--- config.mk ---
export PLATFORM = sky130hd
export DESIGN_NAME = regfile_wb_arbiter
export DESIGN_NICKNAME = d
export VERILOG_FILES = /design/src/rtl/regfile_wb_arbiter.sv
export SDC_FILE = /design/constraint.sdc
export NUM_CORES = 1
export LEC_CHECK = 0
export ABC_AREA = 1
export BUFFER_PORTS_ARGS = -buffer_cell sky130_fd_sc_hd__buf_2
export CAP_MARGIN = 10
export CORE_ASPECT_RATIO = 1.1
export CORE_MARGIN = 4
export CORE_UTILIZATION = 40
export DETAILED_ROUTE_END_ITERATION = 10
export PLACE_DENSITY = 0.71
export SLEW_MARGIN = 20
export SYNTH_ARGS = -nofsm -noshare
export SYNTH_HDL_FRONTEND = slang
export SYNTH_SLANG_ARGS = --single-unit
--- constraint.sdc ---
create_clock -name clk -period 2.3 [get_ports clk]
set_input_delay 0.23 -clock clk [delete_from_list [all_inputs] [get_ports clk]]
set_output_delay 0.23 -clock clk [all_outputs]
set_load 0.005 [all_outputs]
--- src/rtl/regfile_wb_arbiter.sv ---
// Write-back arbiter and busy-register scoreboard for the 32x32 register file.
// Optional REGWB_ROUND_ROBIN_EN selects round-robin arbitration (default: LSU fixed priority).
module regfile_wb_arbiter #(
    parameter int XLEN = 32,
    parameter int AW   = 5
) (
    input  logic               clk,
    input  logic               rst_n,
    input  logic               alu_valid,
    output logic               alu_ready,
    input  logic [AW-1:0]      alu_rd,
    input  logic [XLEN-1:0]    alu_data,
    input  logic               lsu_valid,
    output logic               lsu_ready,
    input  logic [AW-1:0]      lsu_rd,
    input  logic [XLEN-1:0]    lsu_data,
    input  logic               iss_valid,
    input  logic [AW-1:0]      iss_rd,
    input  logic               flush,
    input  logic [AW-1:0]      rs1,
    input  logic [AW-1:0]      rs2,
    output logic               rs1_busy,
    output logic               rs2_busy,
    output logic               rf_we,
    output logic [AW-1:0]      rf_wr,
    output logic [XLEN-1:0]    rf_wd,
    output logic [(1<<AW)-1:0] busy_mask
);

    localparam int NREG = 1 << AW;

    logic            grant_lsu;
    logic            grant_alu;
    logic            accept;
    logic [AW-1:0]   win_rd;
    logic [XLEN-1:0] win_data;
    logic [NREG-1:0] busy_next;

`ifdef REGWB_ROUND_ROBIN_EN
    // alu_pri=1 means the ALU wins the next contended cycle
    logic alu_pri;

    always_ff @(posedge clk or negedge rst_n) begin
        if (!rst_n) begin
            alu_pri <= 1'b0;
        end else if (grant_lsu) begin
            alu_pri <= 1'b1;
        end else if (grant_alu) begin
            alu_pri <= 1'b0;
        end
    end

    always_comb begin
        grant_lsu = lsu_valid && (!alu_valid || !alu_pri);
        grant_alu = alu_valid && (!lsu_valid || alu_pri);
    end
`else
    always_comb begin
        grant_lsu = lsu_valid;
        grant_alu = alu_valid && !lsu_valid;
    end
`endif

    assign lsu_ready = grant_lsu && rst_n;
    assign alu_ready = grant_alu && rst_n;
    assign accept    = lsu_ready || alu_ready;
    assign win_rd    = grant_lsu ? lsu_rd : alu_rd;
    assign win_data  = grant_lsu ? lsu_data : alu_data;

    always_ff @(posedge clk or negedge rst_n) begin
        if (!rst_n) begin
            rf_we <= 1'b0;
            rf_wr <= '0;
            rf_wd <= '0;
        end else if (accept) begin
            rf_we <= (win_rd != '0);
            rf_wr <= win_rd;
            rf_wd <= win_data;
        end else begin
            rf_we <= 1'b0;
        end
    end

    // Issue set is applied after the write-back clear so a re-issued register stays busy
    always_comb begin
        busy_next = busy_mask;
        if (rf_we) begin
            busy_next[rf_wr] = 1'b0;
        end
        if (iss_valid && (iss_rd != '0)) begin
            busy_next[iss_rd] = 1'b1;
        end
        if (flush) begin
            busy_next = '0;
        end
    end

    always_ff @(posedge clk or negedge rst_n) begin
        if (!rst_n) begin
            busy_mask <= '0;
        end else begin
            busy_mask <= busy_next;
        end
    end

    assign rs1_busy = busy_mask[rs1];
    assign rs2_busy = busy_mask[rs2];

endmodule

; Yosys cells after proc, flatten, opt, wreduce, memory -nomap -nowiden
; Index checks and enable logic that the tools add are counted.
[word_totals]
ram_bits = 0
out_inout_bits = 74
ff_bits = 70
inputBits = 95
n_memories = 0
elab_cells = 37
mem_bits_ro = 0
latchBits = 0
[classes]
mul = 0
shift = 0
n_eq_ne = 0
order_cmp = 6
n_div = 0
add_sub_neg = 0
n_mux = 14
bitwise = 3
n_reduce_logical = 10
[op_table]
columns = cell, n
row1 = 2-to-1 mux 32 bit, 4
row2 = AND 32 bit, 1
row3 = inverter 32 bit, 1
row4 = OR 32 bit, 1
row5 = < comparator 5 x 6 -> 1 bit (second input constant), 4
row6 = binary-select mux 1 bit (select 5 bit), 2
row7 = demux 1 bit (select 5 bit), 2
row8 = greater-or-equal comparator 5 x 1 -> 1 bit (second input constant), 2
row9 = nonzero test 5 bit, 2
row10 = logical AND 1 bit, 6
row11 = 2-to-1 mux 1 bit, 5
row12 = 2-to-1 mux 5 bit, 1
row13 = zero test 1 bit, 1
row14 = logical OR 1 bit, 1

; Longest topological paths before layout
[logic_depth]
ltp_word = 10
mapped_depth = 11
ltp_nobuf = 9

; Least setup slack after synthesis
; Ideal clock, no wire load.
[synth_timing]
kind = input to output
start = input port rs1[0]
end = output port rs1_busy
required_time_ns = 2.070
slack_ns = 1.136
cell_stages = 11
t_arrival_ns = 0.934
n_path_buf = 2
path_cell_list = buf_6 > inv_4 > buf_6 > nand2_1 > nand3_1 > nand3_1 > nand2_1 > nand2_1 > nand2_1 > nand2_1 > nand2_1
[synth_via]
elab_chain_len = 2
[synth_lines]
columns = item, line
row1 = start: declaration, 20  ; input logic [AW-1:0] rs1,
row2 = binary-select mux 1 bit (select 5 bit), 106  ; assign rs1_busy = busy_mask[rs1];
row3 = 2-to-1 mux 1 bit (implied by the code), 106
row4 = end: declaration, 22  ; output logic rs1_busy,
; Every way passes these cells. The select of a mux whose other input is x is not followed.

; Worst setup path in the final report
[layout_timing]
start = input port rst_n
end = output port alu_ready
[layout_via]
elab_chain_len = 1
[layout_lines]
columns = item, line
row1 = start: declaration, 8  ; input logic rst_n,
row2 = logical AND 1 bit, 65  ; assign alu_ready = grant_alu && rst_n;
row3 = end: declaration, 10  ; output logic alu_ready,
; Every way passes these cells.

==> metrics.txt <==
status complete, no violations; share of cells above drive strength 1 0.296; Fillers 986; CP arrival 1570 ps; Cell Area, Synth 0.00404 mm²; CTS HTree Levels 3; CP max FO 17; # DRC 0; combinational share of power 0.216; Crit Path Class primary input to output pin; global-route wire length before repair 20.9 mm; CTS Buffer Depth 2; final WL 12.8 mm; GRT overflow 0; overall routing resource usage 0.220; Hold WS 162 ps; vias in the first global route 4327; CTS clock-pin slew for the worst setup and hold paths 70 ps; Peak Freq 0.555 GHz; Die X-Extent 104 µm; starting density of the core 0.410; DR vias 4372; CP required 2070 ps; initial antenna violation count 0; ys flop type dfrtp_1; Initial DRC Count 233; top cells by area, synth dfrtp_1, nand2_1, nand3_1, o21ai_0, o21ai_1; DR WL/cell 15.1 µm; Power Density 571 mW/mm²; post-DP HPWL 10.1 mm; top-count cell post-synth nand2_1; Hold Fails Final Rpt 0; sequential element share of the synthesized area 0.434; RSZ-0062 raised after global routing false; clk_skew 11.5 ps; Highest Signal Layer met4; clock network power share 0.295; Tcrit/Tclk final 0.784; Sw Share 0.310; Ys Warns 0; num rows 38; die area 0.0118 mm²; crit path time final 1800 ps; dominant cell type by area after synthesis dfrtp_1; CP Launch Type primary input; final slew viol count 0; syn_area_per_cell 7.12 µm²; Syn Nets 662; Post-Route M1 WL 5.32 mm; routability congestion estimate from global placement 0.859; remaining antenna violation count 0; TritonCTS clock tree yes; post_cts resized 0; max_cap viols 0; Synth cell types 20; Reg power frac 0.490; CTS root buf clkbuf_8; Syn Inst Count 567; sw power 0.000902 W; clock latency on the worst-skew pair 350 ps; Leak 2.69 nW; n_diodes 0; Post-Route Setup TNS 0 ps; Layout Nets 820; Post-synth EDFFs 0; Port Buf Inserts 168; worst slew pin tran 686 ps; final instance area 0.00508 mm²; DR pass1 iterations 5; worst vdd ir 302 µV; Cell Int Power 0.00200 W; area grow syn2layout 26.0%; fraction of registers with async set/reset 1.00; Ports 169; Die Ht 113 µm; FF+latch count, synth 70; routed wl met3 1.03 mm; Vias per Instance 5.14; kind of end point of the critical path output pin; worst min path class primary input to flop; largest net degree at the start of global routing 75; met2 wire length 6.24 mm; CTS Buf Count 9; core footprint 0.00984 mm²; # clock sinks 70; Commonest cells post-synth nand2_1, dfrtp_1, nand3_1; Yosys top cell area share 0.434; setup violators final 0; Slew Limit Headroom 0.543; area post-placement 0.00491 mm²
## per-layer routing
metal / global-route usage / up-vias
met5: 0 / -
met4: 0.0727 / 0
met3: 0.0513 / 20
met2: 0.389 / 197
met1: 0.265 / 1992
li1: - / 2163
## power groups by stage
stage | Combinational, W | Sequential, W | Clock [W]
final | 0.000627 | 0.00142 | 0.000856
after global routing | 0.000710 | 0.00144 | 0.000931
after CTS | 0.000634 | 0.00142 | 0.000871
after detailed placement | 0.000633 | 0.00144 | 0
after global placement | 0.000613 | 0.00144 | 0
after floorplan | 0.000314 | 0.00144 | 0
## final timing paths
kind	depth (start not counted)	slack, ps	from	to
setup reg to reg	4	930	rf_wr[1]	busy_mask[28]
min in group asynchronous	2	390	rst_n	rf_wd[9]
setup / recovery	5	500	rst_n	alu_ready
hold reg to reg	2	490	rf_wd[1]	rf_wd[1]
hold / removal	3	160	alu_data[13]	rf_wd[13]
max in group asynchronous	3	910	rst_n	busy_mask[0]
## metrics by stage
step	setup WS, ps	total power (W)	std cells	util
CTS	451	0.00293	850	0.517
global placement	738	0.00206	833	0.499
floorplan	1140	0.00176	567	-
detailed placement	728	0.00207	833	0.499
finish	498	0.00291	850	0.517
global route	354	0.00308	850	0.517
## cell families (layout without fill, tap and decap cells)
logic type	Yosys count	in the layout	share of synthesized area
and+or+nand+nor	273	273	0.297
DFF	70	70	0.434
buffers and inverters	86	249	0.0967
AOI/OAI and AO/OA	138	138	0.172
## layout by cell type, fill, tap and decap left out, types with 8 or more instances in the layout
master    Yosys  layout
a21oi_1      31      31
buf_2        14     168
clkbuf_8      0      10
dfrtp_1      70      70
inv_1        44      44
inv_2        14      14
nand2_1     197     197
nand3_1      60      60
nor3_2        8       8
o21ai_0      53      53
o21ai_1      53      53
## flip-flops by register name, summed over array words and instances, names as in the netlist
register,count
rf_wd,32
rf_we,1
rf_wr,5
busy_mask,32
## layout make-up
type | count | area, µm² | share of cell area
tap | 120 | 150 | 0.0295
clock buffer | 11 | 141 | 0.0278
inverter | 60 | 230 | 0.0453
multi-input combinational | 411 | 1890 | 0.372
clock inverter | 5 | 25.0 | 0.00492
sequential | 70 | 1750 | 0.344
timing repair buffer | 173 | 893 | 0.176
## timing repair
item / in CTS / in global routing
hold buffers: 1 / 0
endpoints found under the hold margin: 14 / 0
setup endpoints to repair: 0 / 0
buffers inserted: 0 / 0
## worst max-delay path, stage by stage
cell and delay, ps:
dlygate4sd3_1 570, buf_2 350, nand2_1 110, nor2_2 160, buf_2 150
Note: power is estimated with default switching activity, not from simulation.
